`src/rtl/output_port_alloc_pkg.sv`:
```
`default_nettype none
// ============================================================================
// Module      : output_port_alloc_pkg
// Description : Shared router types for the output-port allocator: port count,
//               flit typing, the Switch-to-output pipeline bus, the router
//               configuration struct, allocator FSM states and the credit
//               counter width helper.
// Revision    : 1.0 - initial release
// ============================================================================
package output_port_alloc_pkg;

    localparam int NUM_OF_PORTS = 5;
    localparam int PORT_W       = $clog2(NUM_OF_PORTS);

    typedef enum logic [1:0] {
        HEAD_FLIT = 2'd0,
        BODY_FLIT = 2'd1,
        TAIL_FLIT = 2'd2
    } FLIT_T;

    typedef struct packed {
        FLIT_T             flit_type;
        logic [PORT_W-1:0] dest;
        logic [31:0]       data;
    } router_pipeline_bus_t;

    typedef struct packed {
        int unsigned x;
        int unsigned y;
    } router_conf_t;

    typedef enum logic {
        OP_IDLE   = 1'b0,
        OP_LOCKED = 1'b1
    } OP_STATE;

    // Counter must represent 0..depth inclusive.
    function automatic int credit_w(input int depth);
        return $clog2(depth + 1);
    endfunction

endpackage
`default_nettype wire

```
`src/rtl/output_port_alloc_rr_arbiter.sv`:
```
`default_nettype none
// ============================================================================
// Module      : rr_arbiter
// Description : Combinational round-robin arbiter. Grants the first asserted
//               request at or after the priority pointer, wrapping around.
// Ports       : req_i [N]       request vector
//               ptr_i [PORT_W]  highest-priority index
//               gnt_o [N]       one-hot grant (all zero when no request)
// Revision    : 1.0 - initial release
// ============================================================================
module rr_arbiter
    import output_port_alloc_pkg::*;
#(
    parameter int N = NUM_OF_PORTS
) (
    input  logic [N-1:0]      req_i,
    input  logic [PORT_W-1:0] ptr_i,
    output logic [N-1:0]      gnt_o
);

    logic [PORT_W-1:0] w_idx;
    logic              w_found;

    always_comb begin
        gnt_o   = '0;
        w_found = 1'b0;
        w_idx   = '0;
        for (int off = 0; off < N; off++) begin
            w_idx = PORT_W'((int'(ptr_i) + off) % N);
            if (!w_found && req_i[w_idx]) begin
                gnt_o[w_idx] = 1'b1;
                w_found      = 1'b1;
            end
        end
    end

endmodule
`default_nettype wire

```
`src/rtl/output_port_alloc.sv`:
```
`default_nettype none
// ============================================================================
// Module      : output_port_alloc
// Description : Per-output-port allocator and output stage. Round-robin
//               grants one packet at a time, holds ownership until the tail
//               flit, registers accepted flits toward the link and tracks
//               downstream buffer space with credits.
// Ports       : i_clk, i_rst (async, active-high)
//               i_outport_req [N]  request column from every input
//               i_s2o              flit driven by the Switch
//               i_credit_ret       downstream freed one slot
//               o_outport_ack [N]  one-hot same-cycle accept
//               o_flit, o_flit_valid  registered flit toward the link
//               o_busy             port owned by a packet
//               o_credit_err       sticky credit overflow flag
// Revision    : 1.0 - initial release
// ============================================================================
module output_port_alloc
    import output_port_alloc_pkg::*;
#(
    parameter router_conf_t router_conf = '{default: 9999},
    parameter int           PORT_ID     = 0,
    parameter int           BUF_DEPTH   = 4
) (
    input  logic                    i_clk,
    input  logic                    i_rst,
    input  logic [NUM_OF_PORTS-1:0] i_outport_req,
    input  router_pipeline_bus_t    i_s2o,
    input  logic                    i_credit_ret,
    output logic [NUM_OF_PORTS-1:0] o_outport_ack,
    output router_pipeline_bus_t    o_flit,
    output logic                    o_flit_valid,
    output logic                    o_busy,
    output logic                    o_credit_err
);

    localparam int                  CREDIT_W = credit_w(BUF_DEPTH);
    localparam logic [CREDIT_W-1:0] C_FULL   = CREDIT_W'(BUF_DEPTH);

    OP_STATE              state_q,   state_d;
    logic [PORT_W-1:0]    owner_q,   owner_d;
    logic [PORT_W-1:0]    rr_ptr_q,  rr_ptr_d;
    logic [CREDIT_W-1:0]  credits_q, credits_d;
    logic                 err_q,     err_d;
    router_pipeline_bus_t flit_q;
    logic                 flit_valid_q;

    logic [NUM_OF_PORTS-1:0] w_gnt;
    logic [NUM_OF_PORTS-1:0] w_ack;
    logic [PORT_W-1:0]       w_gnt_idx;
    logic [PORT_W-1:0]       w_sel;
    logic                    w_accept;
    logic                    w_has_credit;
    logic                    w_unused_cfg;

    // Configuration is carried only for identification in simulation logs.
    assign w_unused_cfg = ^{router_conf, PORT_ID};

    assign w_has_credit = (credits_q != '0);

    rr_arbiter #(.N(NUM_OF_PORTS)) u_rr_arbiter (
        .req_i (i_outport_req),
        .ptr_i (rr_ptr_q),
        .gnt_o (w_gnt)
    );

    always_comb begin
        w_gnt_idx = '0;
        for (int i = 0; i < NUM_OF_PORTS; i++) begin
            if (w_gnt[i]) w_gnt_idx = PORT_W'(i);
        end
    end

    always_comb begin
        state_d  = state_q;
        owner_d  = owner_q;
        rr_ptr_d = rr_ptr_q;
        w_ack    = '0;
        w_accept = 1'b0;
        w_sel    = owner_q;
        case (state_q)
            OP_IDLE: begin
                if (w_has_credit) begin
                    w_ack    = w_gnt;
                    w_accept = |w_gnt;
                    w_sel    = w_gnt_idx;
                end
            end
            OP_LOCKED: begin
                // Owner keeps the ack even while not requesting; only a real
                // request turns it into an accepted flit.
                if (w_has_credit) begin
                    w_ack[owner_q] = 1'b1;
                    w_accept       = i_outport_req[owner_q];
                end
            end
            default: state_d = OP_IDLE;
        endcase

        if (w_accept) begin
            owner_d = w_sel;
            if (i_s2o.flit_type == TAIL_FLIT) begin
                state_d  = OP_IDLE;
                rr_ptr_d = (w_sel == PORT_W'(NUM_OF_PORTS - 1)) ? '0 : w_sel + PORT_W'(1);
            end else begin
                state_d = OP_LOCKED;
            end
        end
    end

    always_comb begin
        credits_d = credits_q;
        err_d     = err_q;
        case ({w_accept, i_credit_ret})
            2'b10: credits_d = credits_q - CREDIT_W'(1);
            2'b01: begin
                if (credits_q == C_FULL) err_d = 1'b1;
                else                     credits_d = credits_q + CREDIT_W'(1);
            end
            default: ;
        endcase
    end

    always_ff @(posedge i_clk or posedge i_rst) begin
        if (i_rst) begin
            state_q      <= OP_IDLE;
            owner_q      <= '0;
            rr_ptr_q     <= '0;
            credits_q    <= C_FULL;
            err_q        <= 1'b0;
            flit_q       <= '0;
            flit_valid_q <= 1'b0;
        end else begin
            state_q      <= state_d;
            owner_q      <= owner_d;
            rr_ptr_q     <= rr_ptr_d;
            credits_q    <= credits_d;
            err_q        <= err_d;
            flit_valid_q <= w_accept;
            if (w_accept) flit_q <= i_s2o;
        end
    end

    // Registers are already at reset values while i_rst is high, so the
    // arbiter would otherwise grant; the ack must stay silent during reset.
    assign o_outport_ack = w_ack & {NUM_OF_PORTS{~i_rst}};
    assign o_flit        = flit_q;
    assign o_flit_valid  = flit_valid_q;
    assign o_busy        = (state_q == OP_LOCKED);
    assign o_credit_err  = err_q;

endmodule
`default_nettype wire
```
`config.mk`:
```
export PLATFORM = sky130hd
export DESIGN_NAME = output_port_alloc
export DESIGN_NICKNAME = d
export VERILOG_FILES = /design/src/rtl/output_port_alloc_pkg.sv /design/src/rtl/output_port_alloc_rr_arbiter.sv /design/src/rtl/output_port_alloc.sv
export SDC_FILE = /design/constraint.sdc
export NUM_CORES = 1
export LEC_CHECK = 0
export CORE_MARGIN = 4
export CORE_UTILIZATION = 25
export DETAILED_ROUTE_END_ITERATION = 10
export HOLD_SLACK_MARGIN = 0.03
export SETUP_SLACK_MARGIN = 0.4
export SYNTH_ARGS = -nofsm -noshare
export SYNTH_HDL_FRONTEND = slang
export SYNTH_SLANG_ARGS = --single-unit
```
`constraint.sdc`:
```
create_clock -name i_clk -period 7.7 [get_ports i_clk]
set_clock_uncertainty 0.1 [all_clocks]
set_input_delay 1.54 -clock i_clk [delete_from_list [all_inputs] [get_ports i_clk]]
set_output_delay 1.54 -clock i_clk [all_outputs]
set_load 0.05 [all_outputs]
```
==> metrics, run 1 <==
H-tree depth 2; Max Slew Vio Count 0; # resized after CTS 0; DR vias 3876; Crit Path Class reg -> out; CTS max path bufs 2; postcts setup bufs 0; count leader, synth dfrtp_1; Post-Syn Area per Cell 9.25 µm²; clock latency on the worst-skew pair 0.29 ns; Tmin final 6.89 ns; die area 19000 µm²; Compound-Gate Fraction of Synth Area 22.0%; GRT Total Usage 12.8%; DR WL/cell 15.9 µm; worst-path fanout max 14; FF+latch count, synth 49; worst-margin pin slew 1.01 ns; Layout fillers 1662; mapped cell area 4210 µm²; n_diodes 0; Syn Nets 526; top cells by count, synth dfrtp_1, mux2_2, nand2_1, nor2_1, ha_1; Post-Synth XOR/XNOR Area 1.40%; outcome complete, no violations; register area share after synthesis 29.2%; top area cells in the synthesized netlist dfrtp_1, mux2_2, ha_1, mux2i_1, nand2_1; total iterations of the first detailed-routing run 5; area of the multi-input gates 2800 µm²; # rows 47; Synth Area in Adders 8.09%; RSZ-0062 raised after global routing no; clock slew at reported path FFs 0.07 ns; asr flop ratio synth 100%; Register Area 1230 µm²; core area 16500 µm²; routability cong. 0.887; Iter 0 DRT Violations 213; DRC viols 0; DIE HEIGHT 138 µm; DP Area 5370 µm²; P&R area growth vs syn 31.4%; Slew HR 32.7%; CTS tree built; final setup vio count 0; clock sink count 49; Die X 138 µm; Worst R2R Setup Slack 1.49 ns; largest net degree at the start of global routing 53; Worst setup EP type primary output; Final Hold Viols 0; drt total wl 12000 µm; Synth Area in Simple Gates 17.7%; Max-Cap Viols 0; CTS root buffer clkbuf_16; cts bufs inserted 5; IO buf count 89; class of the worst hold path reg -> reg; Yosys warnings 0; Post-synth EDFFs 0; ANT nets after route 0; Worst EP arrival 5.25 ns; top cell type's share of synthesized area 28.5%; nets 605; Avg Vias per Cell 5.13; antenna violations before repair 0; CTS Hold Buffers Added 0; Peak Freq 145 MHz; leading area contributor after synthesis dfrtp_1; DP HPWL 9140 µm; Ports 90; GRT overflow 0; initial core utilization 25.5%; period utilization 89.5%; number of global-route vias before repair 4056; WP data required 6.06 ns; global-route wire length before repair 19600 µm; Final Cell Area 5530 µm²; Most used DFF post-synth dfrtp_1; Setup crit start kind flip-flop; mux share of post-synthesis cell area 17.1%; Mapped Cells 455; largest family of logic cells by synthesized area compound AO/OA/AOI/OAI gates; share of cells above drive strength 1 18.7%; final setup TNS 0 ns; Yosys cell types 75
layout by cell type (no fill, tap or decap), types with 14 or more instances in the layout:
cell / n
a21oi_1: 19
clkdlybuf4s50_1: 84
dfrtp_1: 47
ha_1: 24
inv_1: 20
mux2_2: 45
mux2i_1: 17
nand2_1: 29
nor2_1: 29
nor3_1: 14
o21ai_0: 21
worst paths after layout:
| path | cells after the start | end | start |
|---|---|---|---|
| hold / removal | 1 | o_credit_err | o_credit_err |
| hold reg to reg | 1 | o_credit_err | o_credit_err |
| min in group asynchronous | 2 | owner_q[2] | i_rst |
| setup / recovery | 19 | o_outport_ack[0] | rr_ptr_q[1] |
| setup reg to reg | 21 | rr_ptr_q[0] | rr_ptr_q[1] |
| max in group asynchronous | 2 | rr_ptr_q[2] | i_rst |
sequential cells by signal, indices dropped and copies added, names as in the netlist:
signal / cells
credits_q: 3
o_busy: 1
o_credit_err: 1
o_flit: 37
o_flit_valid: 1
owner_q: 3
rr_ptr_q: 3
cell type report:
cell class | instances | area share [%]
clock buffers | 5 | 2.26
clock inverters | 3 | 0.475
inverters | 24 | 1.63
multi-input cells | 358 | 50.7
flip-flops and latches | 49 | 22.2
well taps | 220 | 4.98
repair buffers | 96 | 17.7
kinds of logic (layout without fill, tap and decap cells):
kind of cell	count (synthesis)	in the layout
simple gates	139	139
compound gates	123	123
mux	65	65
flops	49	49
buf+inv	48	128
fa+ha+maj	26	26
xor+xnor	5	5
worst max-delay path, cell delays in order, from the launching register on:
cell	delay, ns
dfrtp_1	0.38
inv_1	0.24
ha_1	0.31
buf_4	0.19
inv_2	0.19
ha_1	0.25
nor2_1	0.08
a211oi_1	0.51
or2_2	0.26
ha_1	0.14
nand2b_1	0.12
o2111ai_1	0.17
o211ai_4	0.20
mux2_2	0.41
a2111oi_4	0.49
and3_1	0.25
a21oi_1	0.07
a21o_1	0.20
a221oi_2	0.31
buf_12	0.18
routing by layer:
metal  global-route usage (%)  vias up  wire (µm)
li1                         -     1845          -
met3                     4.42       17       1120
met4                     4.83        0        220
met2                     21.3      152       5650
met5                        0        -          0
met1                     15.1     1862       5030
through the flow:
stage               cells  worst slack, ns  utilization (%)  hold WS (ns)
detailed placement    747             1.01             32.5         0.372
floorplan             455            0.468                -         0.385
CTS                   755            0.649             33.4         0.396
global placement      747             1.24             32.5         0.354
finish                755            0.807             33.5         0.381
global route          755            0.447             33.5         0.416
Power of run 1 is not shown: default switching activity piles up to over one toggle a cycle in this logic, so the estimate is an artifact.
==> run 2: changes to the inputs <==
- HOLD_SLACK_MARGIN: 0.03 -> not set
==> results of run 2 <==
Final layout, timing and power as in run 1 (identical DEF).
Power of run 2 is left out for the same reason.
